===== src/rtl/bru_pkg.sv =====
`default_nettype none
// ============================================================================
// Module   : bru_pkg
// Brief    : Opcode/func3 constants and counter limits for branch_resolve_bht.
// Revision : 1.0
// ============================================================================
package bru_pkg;

  localparam logic [6:0] OP_JAL    = 7'b1101111;
  localparam logic [6:0] OP_JALR   = 7'b1100111;
  localparam logic [6:0] OP_BRANCH = 7'b1100011;

  localparam logic [2:0] F3_BEQ  = 3'b000;
  localparam logic [2:0] F3_BNE  = 3'b001;
  localparam logic [2:0] F3_BLT  = 3'b100;
  localparam logic [2:0] F3_BGE  = 3'b101;
  localparam logic [2:0] F3_BLTU = 3'b110;
  localparam logic [2:0] F3_BGEU = 3'b111;

  // Weakly not-taken: MSB clear, all lower bits set.
  function automatic int ctr_reset_val(input int bits);
    return (1 << (bits - 1)) - 1;
  endfunction

  function automatic int ctr_max_val(input int bits);
    return (1 << bits) - 1;
  endfunction

endpackage
`default_nettype wire


===== src/rtl/bru_cond_eval.sv =====
`default_nettype none
// ============================================================================
// Module   : bru_cond_eval
// Brief    : Combinational branch/jump direction and illegal-func3 decoder.
// Revision : 1.0
// ============================================================================
module bru_cond_eval
  import bru_pkg::*;
(
  input  logic       i_boj,
  input  logic [6:0] i_opcode,
  input  logic [2:0] i_func3,
  input  logic       i_zero,
  input  logic       i_lt,
  input  logic       i_ltu,
  output logic       o_taken,
  output logic       o_illegal,
  output logic       o_cond_legal
);

  logic w_is_jump;

  assign w_is_jump = (i_opcode == OP_JAL) || (i_opcode == OP_JALR);

  always_comb begin
    o_taken      = 1'b0;
    o_illegal    = 1'b0;
    o_cond_legal = 1'b0;
    if (i_boj) begin
      if (w_is_jump) begin
        o_taken = 1'b1;
      end else begin
        o_cond_legal = 1'b1;
        case (i_func3)
          F3_BEQ:  o_taken = i_zero;
          F3_BNE:  o_taken = ~i_zero;
          F3_BLT:  o_taken = i_lt;
          F3_BGE:  o_taken = i_zero | ~i_lt;
          F3_BLTU: o_taken = i_ltu;
          F3_BGEU: o_taken = i_zero | ~i_ltu;
          default: begin
            o_illegal    = 1'b1;
            o_cond_legal = 1'b0;
          end
        endcase
      end
    end
  end

endmodule
`default_nettype wire


===== src/rtl/branch_resolve_bht.sv =====
`default_nettype none
// ============================================================================
// Module   : branch_resolve_bht
// Brief    : EX-stage branch resolution, saturating-counter BHT lookup for IF,
//            and registered mispredict flush. Define BRU_GSHARE_EN to XOR a
//            global history register into both table indices.
// Revision : 1.0
// ============================================================================
module branch_resolve_bht
  import bru_pkg::*;
#(
  parameter int XLEN        = 32,
  parameter int BHT_ENTRIES = 64,
  parameter int CTR_BITS    = 2
) (
  input  logic            clk,
  input  logic            rst,
  input  logic [XLEN-1:0] if_pc,
  output logic            if_pred_taken,
  input  logic            ex_valid,
  input  logic            ex_boj,
  input  logic [6:0]      ex_opcode,
  input  logic [2:0]      ex_func3,
  input  logic            ex_zero,
  input  logic            ex_lt,
  input  logic            ex_ltu,
  input  logic [XLEN-1:0] ex_pc,
  input  logic            ex_pred_taken,
  output logic            ex_taken,
  output logic            ex_illegal,
  output logic            flush_o
);

  localparam int IDX = $clog2(BHT_ENTRIES);
  localparam logic [CTR_BITS-1:0] c_ctr_rst = CTR_BITS'(ctr_reset_val(CTR_BITS));
  localparam logic [CTR_BITS-1:0] c_ctr_max = CTR_BITS'(ctr_max_val(CTR_BITS));

  logic [CTR_BITS-1:0] r_bht [BHT_ENTRIES];
  logic                r_flush;

  logic [IDX-1:0]      w_if_idx;
  logic [IDX-1:0]      w_ex_idx;
  logic                w_cond_legal;
  logic                w_live;
  logic                w_upd;
  logic                w_mispredict;
  logic [CTR_BITS-1:0] w_ctr_cur;
  logic [CTR_BITS-1:0] w_ctr_nxt;
  logic                w_unused_pc;

  bru_cond_eval u_cond_eval (
    .i_boj        (ex_boj),
    .i_opcode     (ex_opcode),
    .i_func3      (ex_func3),
    .i_zero       (ex_zero),
    .i_lt         (ex_lt),
    .i_ltu        (ex_ltu),
    .o_taken      (ex_taken),
    .o_illegal    (ex_illegal),
    .o_cond_legal (w_cond_legal)
  );

  // The cycle right after a flush holds a wrong-path instruction.
  assign w_live       = ex_valid & ex_boj & ~r_flush;
  assign w_upd        = w_live & w_cond_legal;
  assign w_mispredict = w_live & (ex_taken != ex_pred_taken);

`ifdef BRU_GSHARE_EN
  logic [IDX-1:0] r_ghr;

  assign w_if_idx = if_pc[IDX+1:2] ^ r_ghr;
  assign w_ex_idx = ex_pc[IDX+1:2] ^ r_ghr;

  always_ff @(posedge clk) begin
    if (rst) begin
      r_ghr <= '0;
    end else if (w_upd) begin
      r_ghr <= {r_ghr[IDX-2:0], ex_taken};
    end
  end
`else
  assign w_if_idx = if_pc[IDX+1:2];
  assign w_ex_idx = ex_pc[IDX+1:2];
`endif

  // Table read is ahead of the write, so a same-index update is not visible yet.
  assign if_pred_taken = r_bht[w_if_idx][CTR_BITS-1];
  assign w_ctr_cur     = r_bht[w_ex_idx];

  always_comb begin
    w_ctr_nxt = w_ctr_cur;
    if (ex_taken) begin
      if (w_ctr_cur != c_ctr_max) begin
        w_ctr_nxt = w_ctr_cur + CTR_BITS'(1);
      end
    end else if (w_ctr_cur != '0) begin
      w_ctr_nxt = w_ctr_cur - CTR_BITS'(1);
    end
  end

  always_ff @(posedge clk) begin
    if (rst) begin
      for (int i = 0; i < BHT_ENTRIES; i++) begin
        r_bht[i] <= c_ctr_rst;
      end
    end else if (w_upd) begin
      r_bht[w_ex_idx] <= w_ctr_nxt;
    end
  end

  always_ff @(posedge clk) begin
    if (rst) begin
      r_flush <= 1'b0;
    end else begin
      r_flush <= w_mispredict;
    end
  end

  assign flush_o = r_flush;

  assign w_unused_pc = ^{if_pc[XLEN-1:IDX+2], if_pc[1:0], ex_pc[XLEN-1:IDX+2], ex_pc[1:0]};

endmodule
`default_nettype wire


===== config.mk =====
export PLATFORM = sky130hd
export DESIGN_NAME = branch_resolve_bht
export DESIGN_NICKNAME = d
export VERILOG_FILES = /design/src/rtl/bru_pkg.sv /design/src/rtl/bru_cond_eval.sv /design/src/rtl/branch_resolve_bht.sv
export SDC_FILE = /design/constraint.sdc
export NUM_CORES = 1
export LEC_CHECK = 0
export ABC_AREA = 1
export CORE_MARGIN = 3
export CORE_UTILIZATION = 40
export CTS_CLUSTER_SIZE = 40
export DETAILED_ROUTE_END_ITERATION = 12
export PLACE_DENSITY = 0.56
export SLEW_MARGIN = 20
export SYNTH_ARGS = -nofsm -noshare
export SYNTH_HDL_FRONTEND = slang
export SYNTH_SLANG_ARGS = --single-unit

===== constraint.sdc =====
create_clock -name clk -period 2.2 [get_ports clk]
set_input_delay 0.22 -clock clk [delete_from_list [all_inputs] [get_ports clk]]
set_output_delay 0.22 -clock clk [all_outputs]
set_load 0.01 [all_outputs]

==> out/qor.txt, run 1 <==
Status = complete, no violations
CP max stage delay = 0.42 ns
Mapped Nets = 1,063
Die X = 147 um
I/O Buffers = 32
Synth warn = 0
Crit. End Element = register
First-pass GRT wire length = 36.8 mm
Hold Vio Cnt, Final = 0
Routed Antenna Nets = 0
Dominant cells by area after synthesis = edfxtp_1 (48%), nand2_1 (13%), inv_1 (7.4%), a21oi_2 (6.6%), nor2_1 (4.2%)
Pin count of the biggest net entering global routing = 65
Total negative slack = 0 ns
Worst path slowest cell = edfxtp_1
Worst path most repeated cell = nand2_2
Post-Synth Adder-Cell Area = 0%
Netlist cell types = 30
Initial Util = 40.9%
Synth top area share = 48.2%
Placer Congestion = 0.886
Period utilisation layout = 98.1%
Crit-path max FO = 8
Area of the multi-input gates = 3270 sq um
Ys flop type = edfxtp_1
Num rows = 51
Min Hold Slack = 0.414 ns
Hold WC Path Type = primary input to register
Sequential cell area = 3860 sq um
Antenna fix cells = 0
CTS H-Tree Depth = 4
Vias in the first global route = 6,695
Share of synthesized cell area in and, or, nand and nor gates = 23.3%
Unrepaired setup endpoints after global routing = yes
Mapped Area = 7980 sq um
Metal2 WL = 12.0 mm
Slew margin rel. = 76.8%
CP startpoint kind = register
FMAX = 463 MHz
Average cell area after synthesis = 8.13 sq um
Post-synth EDFFs = 128
Crit path required time = 2.38 ns
Main combinational cell family by area after synthesis = simple AND/OR/NAND/NOR gates
Post-DP HPWL = 16.2 mm
Multiplexer area fraction after synthesis = 0%
Peak supply drop = 0.554 mV
Final setup viols = 0
Ratio of cells with drive above 1 in the final layout = 25.1%
Compound-gate portion of the synthesized area = 15.9%
Die Height = 147 um
Filler cell count = 1,814
Min Tclk post-route = 2.16 ns
Total wire length = 24.9 mm
Drt initial violations = 711
Synthesis-stage register bit count = 129
CTS Root Cell = clkbuf_16
Core box area = 19,500 sq um
Pwr dens = 652 nW/um^2
# DRC = 0
Routed vias/inst = 5.05
Leakage Power = 0.00441 uW
CP Cell Sequence = or2_4 -> nand3_1 -> nand2_1 -> o21ai_2 -> nand2_2 -> nor2_4 -> nand2_2 -> nand2_4 -> nand2_8 -> nand2_8 -> clkbuf_16 -> nand2_2
Async S/R FF share, synth = 0%
Clock net sink count = 129
Syn-to-layout area delta = 30.7%
Fin. max-slew vios = 0
CP Class = register to register
Synth area leader = edfxtp_1
Cts hold-fix bufs = 0
DIE AREA = 21,700 sq um
Post-synthesis cell count = 981
CTS tree = built
Antenna violations before repair = 0
Uppermost layer routed = met4
CTS buffer count = 17
Drt pass-1 iters = 5
Critical Path AT = 2.33 ns
Clock Skews = 0.0111 ns
Clock transition at the registers of the reported paths = 0.06 ns
Worst Tran Pin Value = 0.345 ns
Metal-1 WL = 10.4 mm
GRT Resource Usage Total = 22.3%
Xor/xnor share of the synthesized area = 0%
Clk_lat worst skew = 0.43 ns
Nets = 1,196
Seq/Total Area, Yosys = 48.4%
Top Ports = 86
GR Overflow Total = 0
Post-DR wirelength/cell = 17.9 um
Vias = 7,028
Max Root-Sink Buffers = 2
WL met3 = 1.51 mm
Max_cap viols = 0
cell usage in the layout, fill, tap and decap left out, drive strengths merged:
cell	netlist	final
nand3b	2	2
inv	159	159
a21oi	81	81
dlymetal6s2s	0	4
nor3b	1	1
clkdlybuf4s50	0	24
nor2	94	94
bufinv	0	2
nand4	1	1
clkdlybuf4s15	0	1
dlygate4sd2	0	1
o211ai	38	38
clkinvlp	0	2
and3	1	1
dfxtp	1	1
clkbuf	17	26
o21ai	70	70
buf	39	130
edfxtp	128	128
clkinv	0	9
bufbuf	0	2
nand2	288	289
nand3	40	40
or2	11	11
nor3	10	10
synth_stat cells (3+ instances only):
cell and number:
a21oi_1 21, a21oi_2 60, buf_2 17, buf_6 20, clkbuf_1 17, edfxtp_1 128
inv_1 157, nand2_1 274, nand2_2 12, nand3_1 39, nor2_1 90, nor3_1 9
o211ai_1 38, o21ai_0 56, o21ai_1 14, or2_0 3, or2_1 5, or2_2 3
kinds of logic (layout without fill, tap and decap cells):
family,count (synthesis),after routing
simple gates,448,449
buf+inv,215,360
flops,129,129
compound gates,189,189
power by group:
group	leakage, uW	total [uW]	switching, uW	internal, uW
clock	0.000269	2730	1090	1640
sequential	0.00116	2790	34.4	2750
combinational	0.00299	1270	743	531
total	0.00441	6790	1870	4930
final timing paths:
path | cells after the start | slack [ns] | to | startpoint
max | 12 | 0.04 | r_bht[27][0] | r_bht[44][1]
min | 3 | 0.41 | flush_o | ex_valid
max reg2reg | 12 | 0.04 | r_bht[27][0] | r_bht[44][1]
min reg2reg | 3 | 0.57 | flush_o | flush_o
sequential cells by signal, summed over array words and instances (netlist names):
| name | count |
|---|---|
| flush_o | 1 |
| r_bht | 128 |
metrics by stage:
| step | std cells | cell area (sq um) | total power (uW) | util (%) | setup slack [ns] |
|---|---|---|---|---|---|
| floorplan | 981 | 7980 | 3430 | - | 0.266 |
| global placement | 1348 | 9490 | 3870 | 48.6 | -0.431 |
| detailed placement | 1348 | 9490 | 3870 | 48.6 | -0.460 |
| CTS | 1382 | 10100 | 6600 | 51.8 | -0.0207 |
| global route | 1392 | 10400 | 7010 | 53.4 | -0.0493 |
| finish | 1392 | 10400 | 6790 | 53.4 | 0.0414 |
cell type report:
cell class | count | share of cell area, %
clock buffer | 19 | 4.15
clock inverter | 13 | 1.15
inverter | 159 | 5.72
multi-input combinational | 638 | 31.3
sequential | 129 | 37.1
tap | 265 | 3.18
timing repair buffer | 169 | 17.4
layer usage:
metal  vias to the layer above  track usage (%)
met5                         -                0
met4                         0             10.2
met3                        58             4.97
met2                       238             36.1
met1                      3273             28.8
li1                       3459                -
worst max-delay path, delay by kind of cell (launching register included):
| family | cells | cell delay, ns |
|---|---|---|
| compound gates | 1 | 0.17 |
| buf+inv | 1 | 0.20 |
| flops | 1 | 0.42 |
| simple gates | 10 | 1.12 |
repair_timing:
| action | CTS | global route |
|---|---|---|
| resized for setup | 11 | 46 |
| pin swaps | 2 | 11 |
| setup endpoints to repair | 8 | 130 |
| setup buffers | 0 | 0 |
| gates cloned | 2 | 10 |
Power figures use the tool's default switching activity.
==> run 2: changes to the inputs <==
--- a/config.mk
+++ b/config.mk
@@ -11,6 +11,7 @@
 export CTS_CLUSTER_SIZE = 40
 export DETAILED_ROUTE_END_ITERATION = 12
 export PLACE_DENSITY = 0.56
+export REMOVE_ABC_BUFFERS = 1
 export SLEW_MARGIN = 20
 export SYNTH_ARGS = -nofsm -noshare
 export SYNTH_HDL_FRONTEND = slang
==> run 2 against run 1 <==
- non-clock buffer count fell by 7
- maximum frequency rose by 0.48%
- combinational power fell by 10%
- total power fell by 3.4%
- die area did not move
- clock-buffer cell count fell by 1
==> out/qor.txt, run 2 (synthesized netlist as in run 1, its figures left out) <==
Status = complete, no violations (unchanged)
Final Instance Area = 10,200 sq um (was 10,400 sq um)
Placed cell count = 1,345 (was 1,348)
Placer Congestion = 0.865 (was 0.886)
Max reg flops = 128 (unchanged)
Pwr dens = 644 nW/um^2 (was 652 nW/um^2)
Routed vias/inst = 5.11 (was 5.05)
Non-Filler Instances = 1,384 (was 1,392)
M3 GR Usage = 3.92% (was 4.97%)
Ratio of cells with drive above 1 in the final layout = 23.2% (was 25.1%)
Fin. max-slew vios = 0 (unchanged)
First-pass GRT wire length = 37.9 mm (was 36.8 mm)
Crit path buffers/inverters = 1 (unchanged)
Antenna fix cells = 0 (unchanged)
Vias in the first global route = 6,976 (was 6,695)
Unrepaired setup endpoints after global routing = yes (unchanged)
Clk_lat worst skew = 0.43 ns (about the same)
CTS buffer count = 17 (unchanged)
Num rows = 51 (unchanged)
Peak supply drop = 0.575 mV (was 0.554 mV)
Die X = 147 um (unchanged)
I/O Buffers = 32 (unchanged)
Min Tclk post-route = 2.15 ns (was 2.16 ns)
CTS H-Tree Depth = 4 (unchanged)
DIE AREA = 21,700 sq um (unchanged)
Syn-to-layout area delta = 27.7% (was 30.7%)
Crit-path max FO = 17 (was 8)
CTS tree = built (unchanged)
Vias = 7,067 (was 7,028)
Post-DR wirelength/cell = 17.7 um (was 17.9 um)
Final setup viols = 0 (unchanged)
Clock Skews = 0.0113 ns (was 0.0111 ns)
Clock net sink count = 129 (unchanged)
Crit. End Element = register (unchanged)
Max Root-Sink Buffers = 2 (unchanged)
Antenna violations before repair = 0 (unchanged)
Global routing's busiest layer = met2 (unchanged)
GRT Resource Usage Total = 22.9% (was 22.3%)
Max_cap viols = 0 (unchanged)
Clock transition at the registers of the reported paths = 0.06 ns (about the same)
Nets = 1,188 (was 1,196)
CP Cell Sequence = or2_0 -> nand2_1 -> nand2_1 -> o21ai_2 -> nand2_1 -> nor2_4 -> nand2_2 -> nand2_4 -> nand2_2 -> nand2_8 -> buf_12 -> nand2_1 (was or2_4 -> nand3_1 -> nand2_1 -> o21ai_2 -> nand2_2 -> nor2_4 -> nand2_2 -> nand2_4 -> nand2_8 -> nand2_8 -> clkbuf_16 -> nand2_2)
Top Ports = 86 (unchanged)
Top reg by flops = r_bht (unchanged)
Met1 Usage GRT = 30.0% (was 28.8%)
# DRC = 0 (unchanged)
FMAX = 465 MHz (was 463 MHz)
Post-Place Cell Area = 9430 sq um (was 9490 sq um)
Period utilisation layout = 97.6% (was 98.1%)
CTS Root Cell = clkbuf_16 (unchanged)
DP Worst Slack = -0.514 ns (was -0.460 ns)
GR Overflow Total = 0 (unchanged)
GR Util met2 = 37.3% (was 36.1%)
Worst Tran Pin Value = 0.399 ns (was 0.345 ns)
Cell family with the largest share of critical-path delay = simple AND/OR/NAND/NOR gates (unchanged)
CP startpoint kind = register (unchanged)
Hold Vio Cnt, Final = 0 (unchanged)
CP max stage delay = 0.38 ns (was 0.42 ns)
Drt pass-1 iters = 5 (unchanged)
Worst path slowest cell = edfxtp_1 (unchanged)
Hold WC Path Type = primary input to register (unchanged)
Post-DP HPWL = 16.3 mm (was 16.2 mm)
Leakage Power = 0.00426 uW (was 0.00441 uW)
Total wire length = 24.5 mm (was 24.9 mm)
Crit path required time = 2.38 ns (about the same)
Final core occ = 52.2% (was 53.4%)
Worst path most repeated cell = nand2_1 (was nand2_2)
Slew margin rel. = 73.3% (was 76.8%)
Pin count of the biggest net entering global routing = 65 (unchanged)
Final worst slack = 0.0517 ns (was 0.0414 ns)
Filler cell count = 1,879 (was 1,814)
Core box area = 19,500 sq um (unchanged)
Highest-count cells in the layout ignoring fill and taps = nand2_1 (271), inv_1 (154), edfxtp_1 (128) (was nand2_1 (256), inv_1 (153), edfxtp_1 (128))
Die Height = 147 um (unchanged)
Drt initial violations = 583 (was 711)
CP Class = register to register (unchanged)
Commonest non-fill, non-tap cell in the layout = nand2_1 (unchanged)
Initial Util = 40.9% (unchanged)
Routed Antenna Nets = 0 (unchanged)
Critical Path AT = 2.33 ns (about the same)
[run 2: changes by cell type in the layout (fill, tap and decap cells not counted), moves of 3 or more]
cell	delta
buf_6	-3
nand2_1	+15
o21ai_1	-4
o21ai_0	+6
buf_12	-3
dlymetal6s2s_1	-3
clkinvlp_4	+3
nand2_2	-14
clkbuf_16	-3
[run 2: final cells by class]
type	count	area (sq um)	area share, %
sequential	129	3860	37.9
multi-input combinational	637	3200	31.4
timing repair buffer	162	1650	16.2
inverter	159	597	5.86
clock buffer	18	429	4.21
tap	265	332	3.25
clock inverter	14	118	1.15
[run 2: worst paths after layout]
check,from,to,slack [ns],cells after the start
min,ex_pred_taken,flush_o,0.42,3
max reg2reg,r_bht[39][1],r_bht[54][0],0.05,12
min reg2reg,flush_o,flush_o,0.64,4
max,r_bht[39][1],r_bht[54][0],0.05,12
[run 2: metrics by stage]
stage	power (uW)	TNS [ns]	hold WS (ns)
after floorplan	3270	-208.79	0.394
after global placement	3850	-68.58	0.634
after detailed placement	3860	-66.68	0.638
after CTS	6500	0	0.411
after global routing	6810	-0.499	0.447
final	6560	0	0.421
[run 2: repair_timing]
action,in CTS,in global routing
pin swaps,4,8
endpoints found under the hold margin,0,0
endpoints found under the setup margin,130,30
gates cloned,2,3
resized for setup,17,16
setup buffers,1,1
hold buffers,0,0
[run 2: tightest hold or removal path: cells and delay by family]
kind / cells / cell delay [ns]
buffers and inverters: 1 / 0.41
AND/OR/NAND/NOR: 2 / 0.16
[run 2: per-layer routing]
layer,up-vias,wire length (um)
li1,3438,-
met1,3313,10300
met2,250,11600
met3,66,1630
met4,0,863
met5,-,0
[run 2: power breakdown]
part | total (uW) | switching, uW | internal [uW]
registers | 2780 | 28.0 | 2750
clock network | 2640 | 1100 | 1540
logic | 1140 | 694 | 450
==> run 3: changes to the inputs <==
--- a/config.mk
+++ b/config.mk
@@ -6,13 +6,13 @@
 export NUM_CORES = 1
 export LEC_CHECK = 0
 export ABC_AREA = 1
+export ABC_CLOCK_PERIOD_IN_PS = 2200
 export CORE_MARGIN = 3
 export CORE_UTILIZATION = 40
 export CTS_CLUSTER_SIZE = 40
 export DETAILED_ROUTE_END_ITERATION = 12
 export PLACE_DENSITY = 0.56
 export REMOVE_ABC_BUFFERS = 1
-export SLEW_MARGIN = 20
 export SYNTH_ARGS = -nofsm -noshare
 export SYNTH_HDL_FRONTEND = slang
 export SYNTH_SLANG_ARGS = --single-unit
==> results of run 3 <==
Final layout, timing and power as in run 2 (identical DEF).
==> edit: new RTL, settings of run 1 <==
Register the output `if_pred_taken`; this adds one clock of latency there. The other outputs are not delayed to match.
--- a/src/rtl/branch_resolve_bht.sv
+++ b/src/rtl/branch_resolve_bht.sv
@@ -84,7 +84,9 @@
 `endif
 
   // Table read is ahead of the write, so a same-index update is not visible yet.
-  assign if_pred_taken = r_bht[w_if_idx][CTR_BITS-1];
+  always_ff @(posedge clk) begin
+    if_pred_taken <= r_bht[w_if_idx][CTR_BITS-1];
+  end
   assign w_ctr_cur     = r_bht[w_ex_idx];
 
   always_comb begin
Function: changed (Yosys sat finds a counterexample within 4 cycles, from zero or initial values and one cycle with rst high).
==> edit against run 1 <==
  * Core utilization shrank 2.8 points
  * Total power shrank 4.9%
  * Non-clock buffer count shrank 34
  * Die area grew 0.24%
  * Sequential cell count grew 1
  * Worst setup slack gained 32 ps
  * Via count shrank 1.8%
  * Clock skew is essentially flat
  * Cell area shrank 5.3%
  * Highest routed layer unchanged
  * Critical path depth is the same
  * Critical endpoint is now r_bht[31][0]
  * Wire length shrank 4.5%
  * Synthesized area grew 0.25%
  * Combinational power shrank 13%
==> edit: results (changes against run 1) <==
| Metric | Value |
|---|---|
| Syn nets | 1,064 (+0.094%) |
| Final Net Count | 1,162 (-2.8%) |
| Vias per cell | 5.086 (+0.74%) |
| Reg2reg start | r_bht[44][1] |
| Dpl cell area | 9225 um^2 (-2.8%) |
| Seq/Total Area, Yosys | 48.55% (+0.13 points) |
| 1st-pass router iterations | 5 (unchanged) |
| Drt initial violations | 676 (-4.9%) |
| Multiplexer share of the synthesized area | 0% (unchanged) |
| Final wirelength | 23,750 um (-4.5%) |
| Placed instance count | 1,321 (-2.0%) |
| Worst reg2reg path depth | 12 (unchanged) |
| CP max stage delay | 390 ps (-30 ps) |
| Run status | completed |
| CTS root buf | clkbuf_16 |
| Max-slew headroom | 69.40% (-7.4 points) |
| Hold slack | 411.2 ps (-3.298 ps) |
| Final setup margin | 73.07 ps (+31.65 ps) |
| Largest family of logic cells by synthesized area | simple AND/OR/NAND/NOR gates |
| Yosys cell types | 30 (unchanged) |
| Via count | 6,902 (-1.8%) |
| Register bank with the most flops | r_bht |
| Leakage | 4.108 nW (-6.9%) |
| P_int | 4.712 mW (-4.4%) |
| CP Capture Point | r_bht[31][0] |
| TritonCTS buffer count | 17 (unchanged) |
| First-pass GRT wire length | 36,270 um (-1.4%) |
| IO Port Bufs | 32 (unchanged) |
| Dominant cells by area after synthesis | edfxtp_1 (48%), nand2_1 (13%), inv_1 (7.4%) |
| H-tree depth | 4 (unchanged) |
| Clock Latency Late Sink | about 420 ps |
| Warning count from the yosys run | 0 (unchanged) |
| Ant diodes | 0 (unchanged) |
| Vias in the first global route | 6,568 (-1.9%) |
| DP Worst Slack | -467.2 ps (-7.004 ps) |
| Clock buffer depth | 2 (unchanged) |
| Worst EP arrival | 2300 ps (-30 ps) |
| Layout cell share with drive strength beyond 1 | 20.24% (-4.9 points) |
| Reg clk slew, reported paths | 60 ps (about the same) |
| Routability-driven placement congestion ratio | 0.8752 (-1.2%) |
| Total track usage | 21.83% (-0.52 points) |
| Min-delay src | ex_valid |
| Post-Syn Instances | 982 (+0.10%) |
| Post-synthesis adder-cell area fraction | 0% (unchanged) |
| Post-synth top cells | nand2_1 (274), inv_1 (157), edfxtp_1 (128), nor2_1 (90), a21oi_2 (60) |
| Initial antenna violation count | 0 (unchanged) |
| Worst ir drop on vdd | 603.5 uV (+8.9%) |
| CP max stage cell | edfxtp_1 |
| CP Max Fanout | 11 (+3) |
| Synth Area in XOR/XNOR | 0% (unchanged) |
| Clk_skew | 11.00 ps (-0.1246 ps) |
| HPWL Detailed | 15,900 um (-2.0%) |
| DRC errors left | 0 (unchanged) |
| Post-synthesis compound-gate area fraction | 15.83% (-0.040 points) |
==> edit: cell count changes in the layout (fill, tap and decap cells not counted), sizes merged <==
| cell | before | now |
|---|---|---|
| clkbuf | 26 | 24 |
| dlymetal6s2s | 4 | 2 |
| buf | 130 | 101 |
| clkinvlp | 2 | 0 |
| clkdlybuf4s15 | 1 | 0 |
| bufbuf | 2 | 0 |
| bufinv | 2 | 1 |
| dlygate4sd2 | 1 | 2 |
| dfxtp | 1 | 2 |
| clkdlybuf4s50 | 24 | 27 |
| nand2 | 289 | 288 |
==> edit: area by class of cell <==
cell class	instances	area, um^2
Sequential cell	130	3884
Tap cell	265	331.6
Inverter	159	596.8
Timing Repair Buffer	135	1373
Clock inverter	10	68.82
Fill cell	1902	9653
Clock buffer	21	440.4
Multi-Input combinational cell	637	3179
==> edit: power by group through the flow <==
stage,combinational [mW],clock (mW),sequential [mW]
2_1_floorplan,0.612,0,2.84
5_1_grt,1.18,2.70,2.81
3_5_place_dp,1.01,0,2.85
3_3_place_gp,1.00,0,2.85
6_report,1.10,2.56,2.80
4_1_cts,1.01,2.57,2.80
==> edit: layer usage <==
metal / global-route usage (%) / vias to the layer above / wire length (um)
met2: 36.04 / 192 / 11430
met3: 3.127 / 47 / 1000
met4: 8.900 / 0 / 724
met5: 0 / - / 0
li1: - / 3379 / -
met1: 29.12 / 3284 / 10590
==> edit: logic make-up (layout without fill, tap and decap cells) <==
| family | after synthesis | after routing |
|---|---|---|
| and+or+nand+nor | 448 | 448 |
| buffers and inverters | 215 | 325 |
| AOI/OAI and AO/OA | 189 | 189 |
| DFF | 130 | 130 |
==> edit: timing repair <==
| action | CTS | global route |
|---|---|---|
| setup endpoints to repair | 44 | 101 |
| resized for setup | 3 | 12 |
| pin swaps | 0 | 1 |
| setup buffers | 0 | 1 |
| cloned | 0 | 4 |
